--- config.mk ---
export PLATFORM = sky130hd
export DESIGN_NAME = lut_cfg_writer
export DESIGN_NICKNAME = d
export VERILOG_FILES = /design/src/rtl/lut_cfg_writer.sv
export SDC_FILE = /design/constraint.sdc
export NUM_CORES = 1
export LEC_CHECK = 0
export ABC_AREA = 1
export CAP_MARGIN = 25
export CORE_MARGIN = 2
export CORE_UTILIZATION = 49
export DETAILED_ROUTE_END_ITERATION = 16
export GPL_TIMING_DRIVEN = 0
export PLACE_DENSITY = 0.79
export SYNTH_ARGS = -nofsm -noshare
export SYNTH_HDL_FRONTEND = slang
export SYNTH_SLANG_ARGS = --single-unit
export TNS_END_PERCENT = 5
--- constraint.sdc ---
create_clock -name QCK -period 1.8 [get_ports QCK]
set_input_delay 0.36 -clock QCK [delete_from_list [all_inputs] [get_ports QCK]]
set_output_delay 0.36 -clock QCK [all_outputs]
set_load 0.03 [all_outputs]
--- src/rtl/lut_cfg_writer.sv ---
// lut_cfg_writer: assembles a byte stream into NUM_FRAGS 16-bit LUT truth
// tables. Each word arrives low byte first, then high byte; the word is
// written into slot frag_idx during a one-cycle COMMIT state.
// Optional feature: define LUT_CFG_PARITY_EN to require a check byte after
// each word (bit0 = XOR of the 16 word bits); a failed check sets the sticky
// err flag and the word is retried from its low byte.
// IDX_W must be wide enough to hold the value NUM_FRAGS (frag_idx reaches it
// in DONE).
module lut_cfg_writer #(
  parameter int NUM_FRAGS = 4,
  parameter int IDX_W     = 6
) (
  input  logic                    QCK,
  input  logic                    QRT,
  input  logic                    start,
  input  logic                    cfg_valid,
  input  logic [7:0]              cfg_byte,
  output logic                    cfg_ready,
  output logic [NUM_FRAGS*16-1:0] frag_cfg,
  output logic [IDX_W-1:0]        frag_idx,
  output logic                    done,
  output logic                    err
);

`ifdef LUT_CFG_PARITY_EN
  typedef enum logic [2:0] {IDLE, LO, HI, CHK, COMMIT, DONE} state_t;
`else
  typedef enum logic [2:0] {IDLE, LO, HI, COMMIT, DONE} state_t;
`endif

  // Slot count widened by one bit so the "all slots written" compare is exact.
  localparam logic [IDX_W:0] LAST_IDX = (IDX_W+1)'(NUM_FRAGS);

  state_t                  state_q;
  logic [7:0]              lo_q;
  logic [7:0]              hi_q;
  logic [NUM_FRAGS*16-1:0] frag_q;
  logic [IDX_W-1:0]        idx_q;
  logic                    done_q;
  logic                    ready_q;
`ifdef LUT_CFG_PARITY_EN
  logic                    err_q;
  logic                    parity_ok_d;
`endif

  logic                    accept_d;
  logic [IDX_W:0]          idx_inc_d;
  logic [15:0]             word_d;

  // Handshake qualifier, assembled word and incremented slot index.
  always_comb begin
    // NOTE: every always_comb output is assigned on every path, here
    // unconditionally, so no latch can be inferred.
    accept_d  = cfg_valid & ready_q;
    idx_inc_d = {1'b0, idx_q} + (IDX_W+1)'(1);
    word_d    = {hi_q, lo_q};
`ifdef LUT_CFG_PARITY_EN
    parity_ok_d = (cfg_byte[0] == ^word_d);
`endif
  end

  // Load sequencer: reset beats start, start beats any byte handshake.
  always_ff @(posedge QCK) begin
    // NOTE: state is updated with non-blocking assignments so every register
    // samples the pre-edge values regardless of statement order.
    if (QRT) begin
      state_q <= IDLE;
      lo_q    <= '0;
      hi_q    <= '0;
      // NOTE: the slot storage is reset on purpose: downstream LUTs must see a
      // defined all-zero function until a word is loaded.
      frag_q  <= '0;
      idx_q   <= '0;
      done_q  <= 1'b0;
      ready_q <= 1'b0;
`ifdef LUT_CFG_PARITY_EN
      err_q   <= 1'b0;
`endif
    end else if (start) begin
      // Abort any word in progress; slot contents are kept.
      state_q <= LO;
      idx_q   <= '0;
      done_q  <= 1'b0;
      ready_q <= 1'b1;
`ifdef LUT_CFG_PARITY_EN
      err_q   <= 1'b0;
`endif
    end else begin
      case (state_q)
        IDLE, DONE: begin
          // Wait for start; bytes are not accepted (ready_q is low).
        end
        LO: begin
          if (accept_d) begin
            lo_q    <= cfg_byte;
            state_q <= HI;
          end
        end
        HI: begin
          if (accept_d) begin
            hi_q    <= cfg_byte;
`ifdef LUT_CFG_PARITY_EN
            state_q <= CHK;
`else
            state_q <= COMMIT;
            ready_q <= 1'b0;
`endif
          end
        end
`ifdef LUT_CFG_PARITY_EN
        CHK: begin
          if (accept_d) begin
            if (parity_ok_d) begin
              state_q <= COMMIT;
              ready_q <= 1'b0;
            end else begin
              // Bad check byte: flag it and retry the same slot.
              err_q   <= 1'b1;
              state_q <= LO;
            end
          end
        end
`endif
        COMMIT: begin
          for (int i = 0; i < NUM_FRAGS; i++) begin
            if (idx_q == IDX_W'(i)) frag_q[16*i +: 16] <= word_d;
          end
          idx_q <= idx_inc_d[IDX_W-1:0];
          if (idx_inc_d == LAST_IDX) begin
            state_q <= DONE;
            done_q  <= 1'b1;
          end else begin
            state_q <= LO;
            ready_q <= 1'b1;
          end
        end
        default: begin
          state_q <= IDLE;
          ready_q <= 1'b0;
        end
      endcase
    end
  end

  assign cfg_ready = ready_q;
  assign frag_cfg  = frag_q;
  assign frag_idx  = idx_q;
  assign done      = done_q;
`ifdef LUT_CFG_PARITY_EN
  assign err       = err_q;
`else
  assign err       = 1'b0;
`endif

endmodule

==> results of run 1 <==
==> state kept, by name, indices dropped and copies added, names as in the netlist <==
register	cells
done	1
state_q	3
frag_idx	6
frag_cfg	64
lo_q	8
hi_q	8
cfg_ready	1
==> repair_timing <==
action,in CTS,in global routing
gates resized for setup,4,17
setup endpoints to repair,4,18
hold endpoints to repair,0,0
==> final timing paths <==
kind / from / end / slack (ns) / depth (start not counted)
min: frag_cfg[31]$_SDFFE_PP0P_ / frag_cfg[31]$_SDFFE_PP0P_ / 0.45 / 2
max reg2reg: state_q[0]$_SDFFE_PP0P_ / lo_q[1]$_SDFFE_PP0P_ / 0.23 / 6
min reg2reg: frag_cfg[31]$_SDFFE_PP0P_ / frag_cfg[31]$_SDFFE_PP0P_ / 0.45 / 2
max: frag_cfg[41]$_SDFFE_PP0P_ / frag_cfg[41] / 0.03 / 1
==> cell families (layout without fill, tap and decap cells) <==
family | count (synthesis) | in the layout | share of synthesized area, %
compound gates | 160 | 160 | 22.5
fa+ha+maj | 5 | 5 | 1.71
buf+inv | 107 | 205 | 13.6
flops | 91 | 91 | 49.9
other cells | 1 | 1 | 0.103
simple gates | 88 | 88 | 12.2
==> cells in the final DEF, fill, tap and decap left out, types with 3 or more instances in the layout <==
| cell type | instances |
|---|---|
| a21oi_1 | 71 |
| nor2_1 | 42 |
| nand2_1 | 30 |
| dfxtp_1 | 89 |
| nand4_4 | 4 |
| o21ai_1 | 56 |
| clkbuf_8 | 9 |
| clkbuf_1 | 8 |
| clkdlybuf4s50_1 | 67 |
| o21ai_0 | 27 |
| inv_1 | 83 |
| buf_6 | 12 |
| a21oi_2 | 3 |
| dlygate4sd2_1 | 4 |
| a211oi_1 | 3 |
| dlymetal6s2s_1 | 12 |
| nand3_1 | 5 |
| ha_1 | 4 |
==> routing by layer <==
layer	vias up	track usage (%)	part of all wire (%)	wire, um
li1	1642	-	-	-
met4	0	7.69	2.3	211
met5	-	0	0	0
met1	1466	28.3	44	3930
met2	123	37.7	48	4280
met3	19	4.84	6.3	568
==> metrics by stage <==
| step | instances | setup slack (ns) | setup TNS [ns] | power [uW] |
|---|---|---|---|---|
| 2_1_floorplan | 452 | 0.0846 | 0 | 2220 |
| 3_3_place_gp | 634 | -0.206 | -11.84 | 2290 |
| 3_5_place_dp | 634 | -0.249 | -15.52 | 2300 |
| 4_1_cts | 649 | 0.00181 | 0 | 3520 |
| 5_1_grt | 649 | 0.0000930 | 0 | 3650 |
| 6_report | 649 | 0.0326 | 0 | 3520 |
==> layout make-up <==
cell class / instances / share of cell area, %
sequential: 91 / 37.9
tap: 99 / 2.58
timing repair buffer: 83 / 17.8
clock inverter: 6 / 1.04
multi-input combinational: 254 / 27.8
inverter: 85 / 6.63
buffer: 22 / 3.69
clock buffer: 9 / 2.58
==> tightest hold or removal path: stages (launching register included) <==
cell     delay [ns]
dfxtp_1        0.32
inv_1          0.04
a21oi_1        0.05
==> power groups by stage <==
stage	registers (uW)	logic (uW)	clock network, uW
2_1_floorplan	2100	117	0
3_3_place_gp	2100	197	0
3_5_place_dp	2100	204	0
4_1_cts	2050	205	1270
5_1_grt	2050	229	1360
6_report	2050	206	1270
==> results.json, run 1 <==
{
  "status": "finished, final reports clean",
  "yosysSeqAreaShare_pct": 49.9,
  "maxCapViolations": 0,
  "globalplace.congestion": 0.850,
  "postCtsSetupBuffers": 0,
  "synth_edf_count": 0,
  "crit_type": "register to output port",
  "antenna_found_initial": 0,
  "fin_crit_sh_pct": 98.2,
  "synth_seq_cells": 91,
  "synthesis.area_um2": 3650,
  "async_flop_share_pct": 0,
  "synthesis.nets": 469,
  "netlist_top_cells_area": "dfxtp_1 (50%), a21oi_1 (9.7%), inv_1 (8.5%)",
  "nets": 563,
  "port_buffers": 83,
  "grt_start_max_net_pins": 17,
  "drtAntennaViolNets": 0,
  "fp-row-count": 31,
  "register_area_um2": 1820,
  "crit_buf_inv": 1,
  "place_area_um2": 4600,
  "yosys.area.top_type_share_pct": 49.9,
  "drive_gt1_share_pct": 8.00,
  "ys.flop_type": "dfxtp_1",
  "hold_buffers": 0,
  "cts_buffers": 9,
  "cp_top_family": "buffers and inverters",
  "period_needed_ns": 1.77,
  "wl_per_cell_um": 13.8,
  "clk_pin_slew_ns": 0.09,
  "power.combinational.fraction_pct": 5.9,
  "power.share.sequential_pct": 58.2,
  "clockBufferDepth": 2,
  "first_global_vias": 3063,
  "skew_ns": 0.0135,
  "critPathMaxFanout": 2,
  "routed_via_density": 5.01,
  "crit_chain": "clkdlybuf4s50_1",
  "cts-htree-levels": 3,
  "max_stage_delay_ns": 0.69,
  "cp_data_arrival_time_ns": 1.41,
  "syn_to_final_growth_pct": 31.8,
  "powerDensity_nw_per_um2": 732,
  "place_hpwl_um": 6520,
  "yosysTopAreaCell": "dfxtp_1",
  "routed_wl_um": 8990,
  "final-setup-viol-count": 0,
  "hold_viol_final": 0,
  "initial_core_util_pct": 50.6,
  "swShare_pct": 25.7,
  "die_h_um": 90.3,
  "fp.dieW_um": 90.3,
  "end_kind": "output port",
  "synth_most_common_cell": "dfxtp_1",
  "critPathSlowestCell": "clkdlybuf4s50_1",
  "multi_input_area_um2": 1340,
  "drt_first_pass_iters": 5,
  "insertion_delay_ns": 0.36,
  "die_area_um2": 8150,
  "hold_path.class": "register to register",
  "p_sw_uw": 906,
  "grt_use_total_pct": 22.3,
  "cts_tree": "built",
  "final_max_slew_viol_count": 0,
  "ir_drop_mv": 0.460,
  "setup.worst_path.start_class": "register",
  "antenna_cells": 0,
  "drc": 0,
  "syn_inst": 452,
  "timing.fmax_ghz": 0.566,
  "stdcell_area_um2": 4810,
  "first_iter_violations": 156,
  "clkPwrFrac_pct": 35.9,
  "cts_root_buf": "clkbuf_8",
  "grt_pass1_wl_um": 14500,
  "whs_ns": 0.447,
  "required_ns": 1.44,
  "intPower_uw": 2620,
  "yosysWarningCount": 0,
  "cts.sinks": 91,
  "p_leak_uw": 0.00197,
  "num-fill-cells": 605,
  "overflow": 0,
  "synth_commonest_cells": "dfxtp_1 (91), inv_1 (83), a21oi_1 (71)",
  "fp.coreArea_um2": 7210,
  "final_util_pct": 66.7,
  "grt_setup_unrepaired": "no",
  "vias": 3250,
  "avgSynthCellArea_um2": 8.07,
  "ioPinCount": 85,
  "synthDistinctLibCells": 23
}
(Power assumes the default switching activity.)
==> run 2, diff against run 1 <==
- CTS_CLUSTER_SIZE: not set -> 40
- SKIP_LAST_GASP: not set -> 1
==> run 2 against run 1 <==
Compared with the run above: the flow now finishes with violations (setup timing); non-clock buffer count did not move; die area did not move; clock power barely moved; global-route usage did not move; combinational power barely moved; highest routed layer unchanged.
==> results.json, run 2 (synthesized netlist as in run 1, its figures left out) <==
{
  "place_hpwl_um": 6520,
  "cts_buffers": 9,
  "crit_chain": "clkdlybuf4s50_1",
  "cts-htree-levels": 3,
  "routed_via_density": 4.99,
  "die_h_um": 90.3,
  "largest_reg_flops": 64,
  "die_area_um2": 8150,
  "hold_path.class": "register to register",
  "skew_ns": 0.0129,
  "port_buffers": 83,
  "status": "finished with violations",
  "num-fill-cells": 606,
  "cp_top_family": "buffers and inverters",
  "clockBufferDepth": 2,
  "final_cell_mix": "dfxtp_1 (91), inv_1 (83), clkdlybuf4s50_1 (81), a21oi_1 (71), o21ai_1 (56)",
  "fp.dieW_um": 90.3,
  "fp.coreArea_um2": 7210,
  "powerDensity_nw_per_um2": 736,
  "cts_root_buf": "clkbuf_8",
  "antenna_cells": 0,
  "initial_core_util_pct": 50.6,
  "hold_viol_final": 0,
  "fin_ws_ns": -0.138,
  "final_max_slew_viol_count": 0,
  "wl_per_cell_um": 13.7,
  "grt_start_max_net_pins": 17,
  "cts.sinks": 91,
  "fp-row-count": 31,
  "crit_buf_inv": 1,
  "grt_use_total_pct": 22.3,
  "drt_first_pass_iters": 4,
  "antenna_found_initial": 0,
  "insertion_delay_ns": 0.36,
  "first_global_vias": 3063,
  "globalplace.congestion": 0.850,
  "register_area_um2": 1820,
  "required_ns": 1.44,
  "syn_to_final_growth_pct": 31.0,
  "routed_wl_um": 8910,
  "ioPinCount": 85,
  "fin_crit_sh_pct": 108,
  "clk_pin_slew_ns": 0.09,
  "multi_input_area_um2": 1330,
  "p_leak_uw": 0.00175,
  "critPathMaxFanout": 8,
  "max_stage_delay_ns": 0.74,
  "end_kind": "output port",
  "drtAntennaViolNets": 0,
  "vias": 3240,
  "cp_data_arrival_time_ns": 1.58,
  "final-setup-viol-count": 3,
  "final_common_cell": "dfxtp_1",
  "first_iter_violations": 218,
  "period_needed_ns": 1.94,
  "overflow": 0,
  "timing.fmax_ghz": 0.516,
  "crit_type": "register to output port",
  "ir_drop_mv": 0.462,
  "grt_pass1_wl_um": 14500,
  "maxCapViolations": 0,
  "drc": 0,
  "drive_gt1_share_pct": 7.27,
  "grt_setup_unrepaired": "yes",
  "postCtsSetupBuffers": 0,
  "setup.worst_path.start_class": "register",
  "final_util_pct": 66.3,
  "critPathSlowestCell": "clkdlybuf4s50_1",
  "failed_checks": "setup timing",
  "place_ws_ns": -0.249,
  "nets": 563,
  "cts_tree": "built"
}
[run 2: per-layer routing]
metal	part of all wire, %	vias to the layer above	track usage (%)
met5	0	-	0
met4	2.4	0	7.69
met3	7.2	19	4.84
met2	47	122	37.7
met1	43	1459	28.3
li1	-	1640	-
[run 2: path summary, 6_finish.rpt]
kind	from	to	slack, ns	cells past startpoint
setup / recovery	frag_idx[2]$_SDFFE_PP0P_	frag_idx[2]	-0.14	1
hold / removal	frag_cfg[31]$_SDFFE_PP0P_	frag_cfg[31]$_SDFFE_PP0P_	0.45	2
setup reg to reg	frag_idx[0]$_SDFFE_PP0P_	cfg_ready$_SDFFE_PP0P_	0.07	8
hold reg to reg	frag_cfg[31]$_SDFFE_PP0P_	frag_cfg[31]$_SDFFE_PP0P_	0.45	2
[run 2: area by class of cell]
type	instances	area share (%)
flip-flops and latches	91	38.1
inverters	85	6.68
multi-input cells	254	27.9
repair buffers	83	17.4
plain buffers	22	3.69
clock inverters	6	1.05
clock buffers	9	2.59
well taps	99	2.59
[run 2: per-stage QoR]
step | setup TNS (ns) | total power, uW | instance area (um2) | hold slack (ns) | cells
global route | -0.826 | 3650 | 4780 | 0.465 | 649
floorplan | 0 | 2220 | 3650 | 0.497 | 452
detailed placement | -15.52 | 2300 | 4600 | 0.436 | 634
finish | -0.163 | 3520 | 4780 | 0.447 | 649
CTS | -0.334 | 3520 | 4780 | 0.450 | 649
global placement | -11.84 | 2290 | 4600 | 0.435 | 634
[run 2: repair_timing]
item	4_1_cts	5_1_grt
setup endpoints to repair	4	21
hold buffers	0	0
gates resized for setup	1	1
[run 2: report_power, final]
part / switching, uW / internal [uW]
Clock: 755 / 509
Combinational: 125 / 80.7
Sequential: 22.1 / 2030
